==> src/rtl/apb_requester.sv <==
// APB initiator: valid/ready commands in, single APB transfers out,
// completions returned on a valid/ready response channel.
module apb_requester #(
    parameter int ADDR_W  = 16,
    parameter int DATA_W  = 32,
    parameter int TIMEOUT = 16
) (
    input  logic              pclk,
    input  logic              preset_n,
    input  logic              cmd_valid,
    output logic              cmd_ready,
    input  logic              cmd_write,
    input  logic [ADDR_W-1:0] cmd_addr,
    input  logic [DATA_W-1:0] cmd_wdata,
    output logic              rsp_valid,
    input  logic              rsp_ready,
    output logic [DATA_W-1:0] rsp_rdata,
    output logic              rsp_err,
    output logic              rsp_timeout,
    output logic              psel,
    output logic              penable,
    output logic              pwrite,
    output logic [ADDR_W-1:0] paddr,
    output logic [DATA_W-1:0] pwdata,
    input  logic              pready,
    input  logic [DATA_W-1:0] prdata,
    input  logic              pslverr
);

    localparam int CNT_W = (TIMEOUT > 2) ? $clog2(TIMEOUT) : 1;
    localparam bit TO_EN = (TIMEOUT != 0);
    localparam logic [CNT_W-1:0] CNT_LAST =
        CNT_W'(TO_EN ? TIMEOUT - 1 : 0);

    typedef enum logic [1:0] {
        IDLE,
        SETUP,
        ACCESS,
        RESP
    } state_t;

    state_t            state_q;
    logic [CNT_W-1:0]  cnt_q;
    logic              psel_q;
    logic              penable_q;
    logic              pwrite_q;
    logic [ADDR_W-1:0] paddr_q;
    logic [DATA_W-1:0] pwdata_q;
    logic              rsp_valid_q;
    logic [DATA_W-1:0] rsp_rdata_q;
    logic              rsp_err_q;
    logic              rsp_timeout_q;

    logic              timeout_hit_d;
    logic [CNT_W-1:0]  cnt_d;

    assign cnt_d         = cnt_q + CNT_W'(1);
    assign timeout_hit_d = TO_EN && (cnt_q == CNT_LAST);

    // Gated by reset so no command is taken while the block is held.
    assign cmd_ready   = (state_q == IDLE) && preset_n;

    assign psel        = psel_q;
    assign penable     = penable_q;
    assign pwrite      = pwrite_q;
    assign paddr       = paddr_q;
    assign pwdata      = pwdata_q;
    assign rsp_valid   = rsp_valid_q;
    assign rsp_rdata   = rsp_rdata_q;
    assign rsp_err     = rsp_err_q;
    assign rsp_timeout = rsp_timeout_q;

    always_ff @(posedge pclk or negedge preset_n) begin
        if (!preset_n) begin
            state_q       <= IDLE;
            cnt_q         <= '0;
            psel_q        <= 1'b0;
            penable_q     <= 1'b0;
            pwrite_q      <= 1'b0;
            paddr_q       <= '0;
            pwdata_q      <= '0;
            rsp_valid_q   <= 1'b0;
            rsp_rdata_q   <= '0;
            rsp_err_q     <= 1'b0;
            rsp_timeout_q <= 1'b0;
        end else begin
            case (state_q)
                IDLE: begin
                    if (cmd_valid) begin
                        paddr_q   <= cmd_addr;
                        pwrite_q  <= cmd_write;
                        pwdata_q  <= cmd_wdata;
                        psel_q    <= 1'b1;
                        penable_q <= 1'b0;
                        state_q   <= SETUP;
                    end
                end
                SETUP: begin
                    penable_q <= 1'b1;
                    cnt_q     <= '0;
                    state_q   <= ACCESS;
                end
                ACCESS: begin
                    // A ready completer takes priority over a coincident timeout.
                    if (pready) begin
                        psel_q        <= 1'b0;
                        penable_q     <= 1'b0;
                        rsp_valid_q   <= 1'b1;
                        rsp_err_q     <= pslverr;
                        rsp_timeout_q <= 1'b0;
                        rsp_rdata_q   <= (!pwrite_q && !pslverr) ?
                                         prdata : '0;
                        state_q       <= RESP;
                    end else begin
                        cnt_q <= cnt_d;
                        if (timeout_hit_d) begin
                            psel_q        <= 1'b0;
                            penable_q     <= 1'b0;
                            rsp_valid_q   <= 1'b1;
                            rsp_err_q     <= 1'b1;
                            rsp_timeout_q <= 1'b1;
                            rsp_rdata_q   <= '0;
                            state_q       <= RESP;
                        end
                    end
                end
                RESP: begin
                    if (rsp_ready) begin
                        rsp_valid_q <= 1'b0;
                        state_q     <= IDLE;
                    end
                end
                default: state_q <= IDLE;
            endcase
        end
    end

endmodule

==> config.mk <==
export PLATFORM = sky130hd
export DESIGN_NAME = apb_requester
export DESIGN_NICKNAME = d
export VERILOG_FILES = /design/src/rtl/apb_requester.sv
export SDC_FILE = /design/constraint.sdc
export NUM_CORES = 1
export LEC_CHECK = 0
export ABC_CLOCK_PERIOD_IN_PS = 2400
export BUFFER_PORTS_ARGS = -buffer_cell sky130_fd_sc_hd__buf_2
export CORE_AREA = 2 2 113 115
export DETAILED_ROUTE_END_ITERATION = 8
export DIE_AREA = 0 0 115 117
export REMOVE_ABC_BUFFERS = 1
export SYNTH_ARGS = -nofsm -noshare
export SYNTH_HDL_FRONTEND = slang
export SYNTH_SLANG_ARGS = --single-unit
==> constraint.sdc <==
create_clock -name pclk -period 2.4 [get_ports pclk]
set_input_delay 0.36 -clock pclk [delete_from_list [all_inputs] [get_ports pclk]]
set_output_delay 0.36 -clock pclk [all_outputs]
set_load 0.01 [all_outputs]
* After elaboration in Yosys (flattened, before gate mapping)
Index checks and enable logic that the tools add are counted.
** Storage, ports and cells
- Flip-flop bits (word level) :: 92
- Input port bits :: 87
** Operators by class
- Eq/ne operators :: 8
- Reductions and logical operators :: 17
- Mux-type cells :: 22
- $add $sub $neg :: 1
** Operator list (number)
- 32-bit two-way mux :: 3
- 3-bit AND reduction :: 4
- 1-bit two-way mux :: 9
- 2-bit two-way mux :: 4
- 2-bit one-hot mux with 4 select lines :: 1
- 4-bit one-hot mux with 2 select lines :: 1
- 2-bit nonzero test :: 4
- 2-bit != test (second input constant) :: 3
- 2-bit AND reduction :: 3
- 4-bit by 1-bit adder with 4-bit output (second input constant) :: 1
- 2-bit == test (second input constant) :: 2
- 4-bit == test (second input constant) :: 1
- 4-bit two-way mux :: 1
- 1-bit one-hot mux with 2 select lines :: 2
- 3-bit != test (second input constant) :: 1
- 1-bit one-hot mux with 3 select lines :: 1
- 3-bit nonzero test :: 1
- 2-bit by 1-bit == test with 1-bit output (second input constant) :: 1
- 1-bit logical AND :: 2
- 1-bit logical NOT :: 2
- 2-bit logical NOT :: 1

* Longest topological paths before layout
- Depth after elaboration :: 4
- Gate-level depth with buffers :: 6
- Mapped depth without buffers :: 5

* Least setup slack after synthesis
No wires, ideal clock.
- Path type :: reg2reg
- Start :: register state_q[0]
- End :: register state_q[1]
- Stages on the path, launching flop included :: 6
- Arrival :: 1502 ps
- Setup time :: 125 ps
- Data required time :: 2275 ps
- Buffers on the path :: 0
- Slack :: 773 ps
- Cells stage by stage :: dfrtp_1 -> inv_1 -> ha_1 -> nor2b_1 -> a221o_1 -> mux2_4
** On the way
- Cells in the longest elaborated chain, start to end :: 3
** RTL lines
- from (decl) :: RTL line 42 : state_t state_q;
- from (signal assigned) :: RTL line 75 : state_q <= IDLE;
- from (signal assigned) :: RTL line 95 : state_q <= SETUP;
- from (signal assigned) :: RTL line 101 : state_q <= ACCESS;
- 2-bit == test or 2-bit logical NOT (tied branches) :: RTL line 87 : case (state_q)
- 3-bit != test (no source line) or 2-bit != test (tied branches)
- 3-bit AND reduction (no source line)
Parallel ways exist; a longest one is shown, timed or not.
A chain may end at the register's enable or synchronous reset.

* Worst setup path after layout
Ends and elaborated chain as after synthesis.

==> results_tabular.tex <==
\begin{tabular}{lr}
\hline
Metric & Value \\
\hline
\multicolumn{2}{l}{\textbf{Outcome}} \\
Outcome & finished clean \\
\multicolumn{2}{l}{\textbf{Global routing}} \\
Maximum number of pins on one net before global-route repair & 93 \\
Met1 global-route usage & 14.4\% \\
Most used routing layer in global routing & met2 \\
Vias in the first global route & 2465 \\
Overflow after GRT & 0 \\
Number of antenna violations at the first check in global routing & 0 \\
Aggregate global-route resource usage & 11.7\% \\
Met3 Resource Use GR & 4.07\% \\
First-pass GRT wire length & 12200 µm \\
Met2 capacity usage during global routing & 19.1\% \\
\multicolumn{2}{l}{\textbf{Worst setup path}} \\
Type of the worst setup path & register to register \\
Critical register-to-register path startpoint & state\_q[0] \\
Slack of the worst reg-to-reg path & 0.42 ns \\
Crit Reg-Reg Endpoint & state\_q[1] \\
Launching instance or port of the critical path & state\_q[0] \\
Data arrival at the endpoint of the critical path & 2.20 ns \\
Worst r2r path cells & 5 \\
Maximum fanout along the worst path & 15 \\
Type of destination of the critical path & register \\
Crit start category & register \\
Data required time at the worst endpoint & 2.61 ns \\
\multicolumn{2}{l}{\textbf{Finish}} \\
Non-filler instance count after layout & 568 \\
Diode count & 0 \\
Filler cells & 1182 \\
Layout Nets & 507 \\
Multi-input logic area & 0.00121 mm² \\
Final design utilization & 40.2\% \\
Share of cells above drive strength 1 & 47.1\% \\
Final design area excluding fillers & 0.00495 mm² \\
Signed area change from the synthesized netlist to the final layout & 37.5\% \\
Sequential standard cell area & 0.00230 mm² \\
\multicolumn{2}{l}{\textbf{Logic synthesis}} \\
Count leader, synth & sky130\_fd\_sc\_hd\_\_dfrtp\_1 \\
Distinct cell type count of the synthesized netlist & 29 \\
Top cells by area, synth & sky130\_fd\_sc\_hd\_\_dfrtp\_1 64\%, sky130\_fd\_sc\_hd\_\_mux2\_1 16\%, sky130\_fd\_sc\_hd\_\_a22o\_1 8.3\% \\
Post-synthesis instance total & 238 \\
Most common flop cell mapped by yosys & sky130\_fd\_sc\_hd\_\_dfrtp\_1 \\
Most frequent cells after synthesis & 92 x sky130\_fd\_sc\_hd\_\_dfrtp\_1, 51 x sky130\_fd\_sc\_hd\_\_mux2\_1, 34 x sky130\_fd\_sc\_hd\_\_a22o\_1 \\
Synth Area per Inst & 15.1 µm² \\
Library cell occupying the most area in the post-synthesis netlist & sky130\_fd\_sc\_hd\_\_dfrtp\_1 \\
Async S/R FF share, synth & 100\% \\
Post-synthesis sequential element count & 92 \\
Yosys warning count & 0 \\
Netlist Area Pre-Place & 0.00360 mm² \\
Share of the synthesized area in the top cell type & 64.0\% \\
Share of synthesized area occupied by flip-flops and latches & 64.0\% \\
Number of synthesized flops with an enable pin & 0 \\
\multicolumn{2}{l}{\textbf{CTS}} \\
Clock insertion delay at the later pin of the skew report & 0.33 ns \\
CTS Hold Bufs & 0 \\
Number of buffers created by CTS & 9 \\
TritonCTS Sinks & 92 \\
Clock tree from TritonCTS & done \\
Total of cells resized after clock tree synthesis & 0 \\
Buffer depth of the longest clock path & 2 \\
Number of levels in the clock H-tree & 3 \\
Clock Pin Slew Worst Setup and Hold Paths & 0.06 ns \\
Number of buffers inserted by post-CTS setup repair & 0 \\
Clock Tree Root & sky130\_fd\_sc\_hd\_\_clkbuf\_16 \\
\multicolumn{2}{l}{\textbf{Run}} \\
Max\_cap viols & 0 \\
\multicolumn{2}{l}{\textbf{Detailed routing}} \\
Avg Vias per Cell & 4.50 \\
Remaining number of nets flagged by the antenna check after routing & 0 \\
Number of remaining DRC errors & 0 \\
Routed WL per cell & 14.0 µm \\
1st-pass router iterations & 3 \\
Vias post-DR & 2556 \\
Overall routed net length & 7930 µm \\
Violation count after the first detailed-routing iteration & 116 \\
\multicolumn{2}{l}{\textbf{Timing}} \\
Max Clock Skew & 0.00434 ns \\
Slew at the pin closest to its max-slew limit & 0.662 ns \\
Tcrit/Tclk final & 82.7\% \\
RSZ-0062 raised after global routing & no \\
Total count of max-transition violations in the final report & 0 \\
Achievable Freq & 504 MHz \\
Post-layout minimum cycle time & 1.98 ns \\
Final Hold Vio Count & 0 \\
Worst slew margin relative to its limit & 55.9\% \\
Final total negative setup slack & 0 ns \\
Setup violation total in the final timing report & 0 \\
\multicolumn{2}{l}{\textbf{Power}} \\
Power per cell area & 1270 mW/mm² \\
Post-layout power & 6.29 mW \\
Largest voltage drop on the vdd net & 0.000446 V \\
Clock network fraction of design power & 21.8\% \\
Static Leak & 2.57 nW \\
Internal power & 4.21 mW \\
Combinational Power Share & 36.5\% \\
Flop pwr share & 41.7\% \\
Switching fraction of total power & 33.1\% \\
Net load switching power & 2.08 mW \\
\multicolumn{2}{l}{\textbf{Floorplanning}} \\
Die outline height & 117 µm \\
Core Footprint & 0.0123 mm² \\
Initial core utilization & 29.2\% \\
Rows & 41 \\
Boundary pin count & 174 \\
Die Outline Area & 0.0135 mm² \\
Chip width & 115 µm \\
\multicolumn{2}{l}{\textbf{Placement}} \\
DP Area & 0.00466 mm² \\
Port Buf Inserts & 173 \\
Number of instances in the placed design & 552 \\
Post-DP HPWL & 5690 µm \\
Last weighted congestion value of the routability-driven placer & 0.743 \\
\multicolumn{2}{l}{\textbf{Hold path}} \\
Type of the tightest min-delay check & primary input to asynchronous set/reset pin \\
\hline
\end{tabular}
-- layout by cell type (no fill, tap or decap), types with 3 or more instances in the layout --
cell type,netlist,final
sky130_fd_sc_hd__clkinvlp_4,0,3
sky130_fd_sc_hd__clkbuf_16,0,9
sky130_fd_sc_hd__clkinv_2,0,3
sky130_fd_sc_hd__nand2_1,4,3
sky130_fd_sc_hd__a22o_1,34,34
sky130_fd_sc_hd__mux2_1,51,51
sky130_fd_sc_hd__ha_1,7,7
sky130_fd_sc_hd__buf_12,0,3
sky130_fd_sc_hd__xnor2_1,3,3
sky130_fd_sc_hd__a21oi_1,4,4
sky130_fd_sc_hd__inv_1,6,6
sky130_fd_sc_hd__dfrtp_1,92,92
sky130_fd_sc_hd__buf_2,7,172
-- worst max-delay path by stage --
| stage | endpoint | slack [ns] |
|---|---|---|
| 6_report | state_q[1] | 0.42 |
| 3_5_place_dp | rsp_rdata[20] | 0.41 |
| 3_3_place_gp | rsp_rdata[26] | 0.52 |
| 4_1_cts | state_q[1] | 0.40 |
| 5_1_grt | rsp_rdata[2] | 0.22 |
| 2_1_floorplan | paddr[0] | 0.08 |
-- per-layer routing --
metal  vias up  routed length, µm
li1       1213                  -
met1      1217               3450
met2       117               3630
met3         9                728
met4         0                114
met5         -                  0
-- per-stage QoR --
stage,setup WS [ns],hold WS (ns)
floorplan,0.0804,0.0644
global placement,0.522,0.468
detailed placement,0.413,0.476
CTS,0.405,0.120
global route,0.224,0.131
finish,0.415,0.0650
-- cells by family (layout without fill, tap and decap cells) --
logic type,count (synthesis),count (layout),synth area share (%)
AO/OA/AOI/OAI,46,46,10.6
XOR/XNOR,3,3,0.730
adder cells (fa/ha/maj),7,7,2.43
buffers and inverters,19,199,2.75
flip-flops,92,92,64.0
multiplexers,53,53,16.6
AND/OR/NAND/NOR,18,18,2.88
-- power by group through the flow --
stage          clock network [mW]  logic [mW]  registers, mW
6_report                     1.37        2.30           2.62
5_1_grt                      1.49        2.56           2.72
4_1_cts                      1.42        2.36           2.64
3_5_place_dp                    0        2.37           2.64
3_3_place_gp                    0        2.30           2.63
2_1_floorplan                   0       0.958           2.95
-- worst max-delay path, stage by stage, from the launching register on --
cell and delay [ns]:
sky130_fd_sc_hd__dfrtp_1 0.42, sky130_fd_sc_hd__inv_1 0.13, sky130_fd_sc_hd__ha_1 0.49, sky130_fd_sc_hd__nor2b_1 0.29, sky130_fd_sc_hd__a221o_1 0.24, sky130_fd_sc_hd__mux2_4 0.31
-- state kept, by name, indices dropped and copies added, names as in the netlist --
register,flops
cnt_q,4
paddr,16
penable,1
psel,1
pwdata,32
pwrite,1
rsp_err,1
rsp_rdata,32
rsp_timeout,1
rsp_valid,1
state_q,2
-- final cells by class --
class / count / area share, %
Timing Repair Buffer: 177 / 18.9
Inverter: 6 / 0.455
Clock buffer: 9 / 4.55
Multi-Input combinational cell: 127 / 24.4
Sequential cell: 92 / 46.5
Clock inverter: 7 / 1.37
Tap cell: 150 / 3.79
Power figures use the tool's default switching activity.
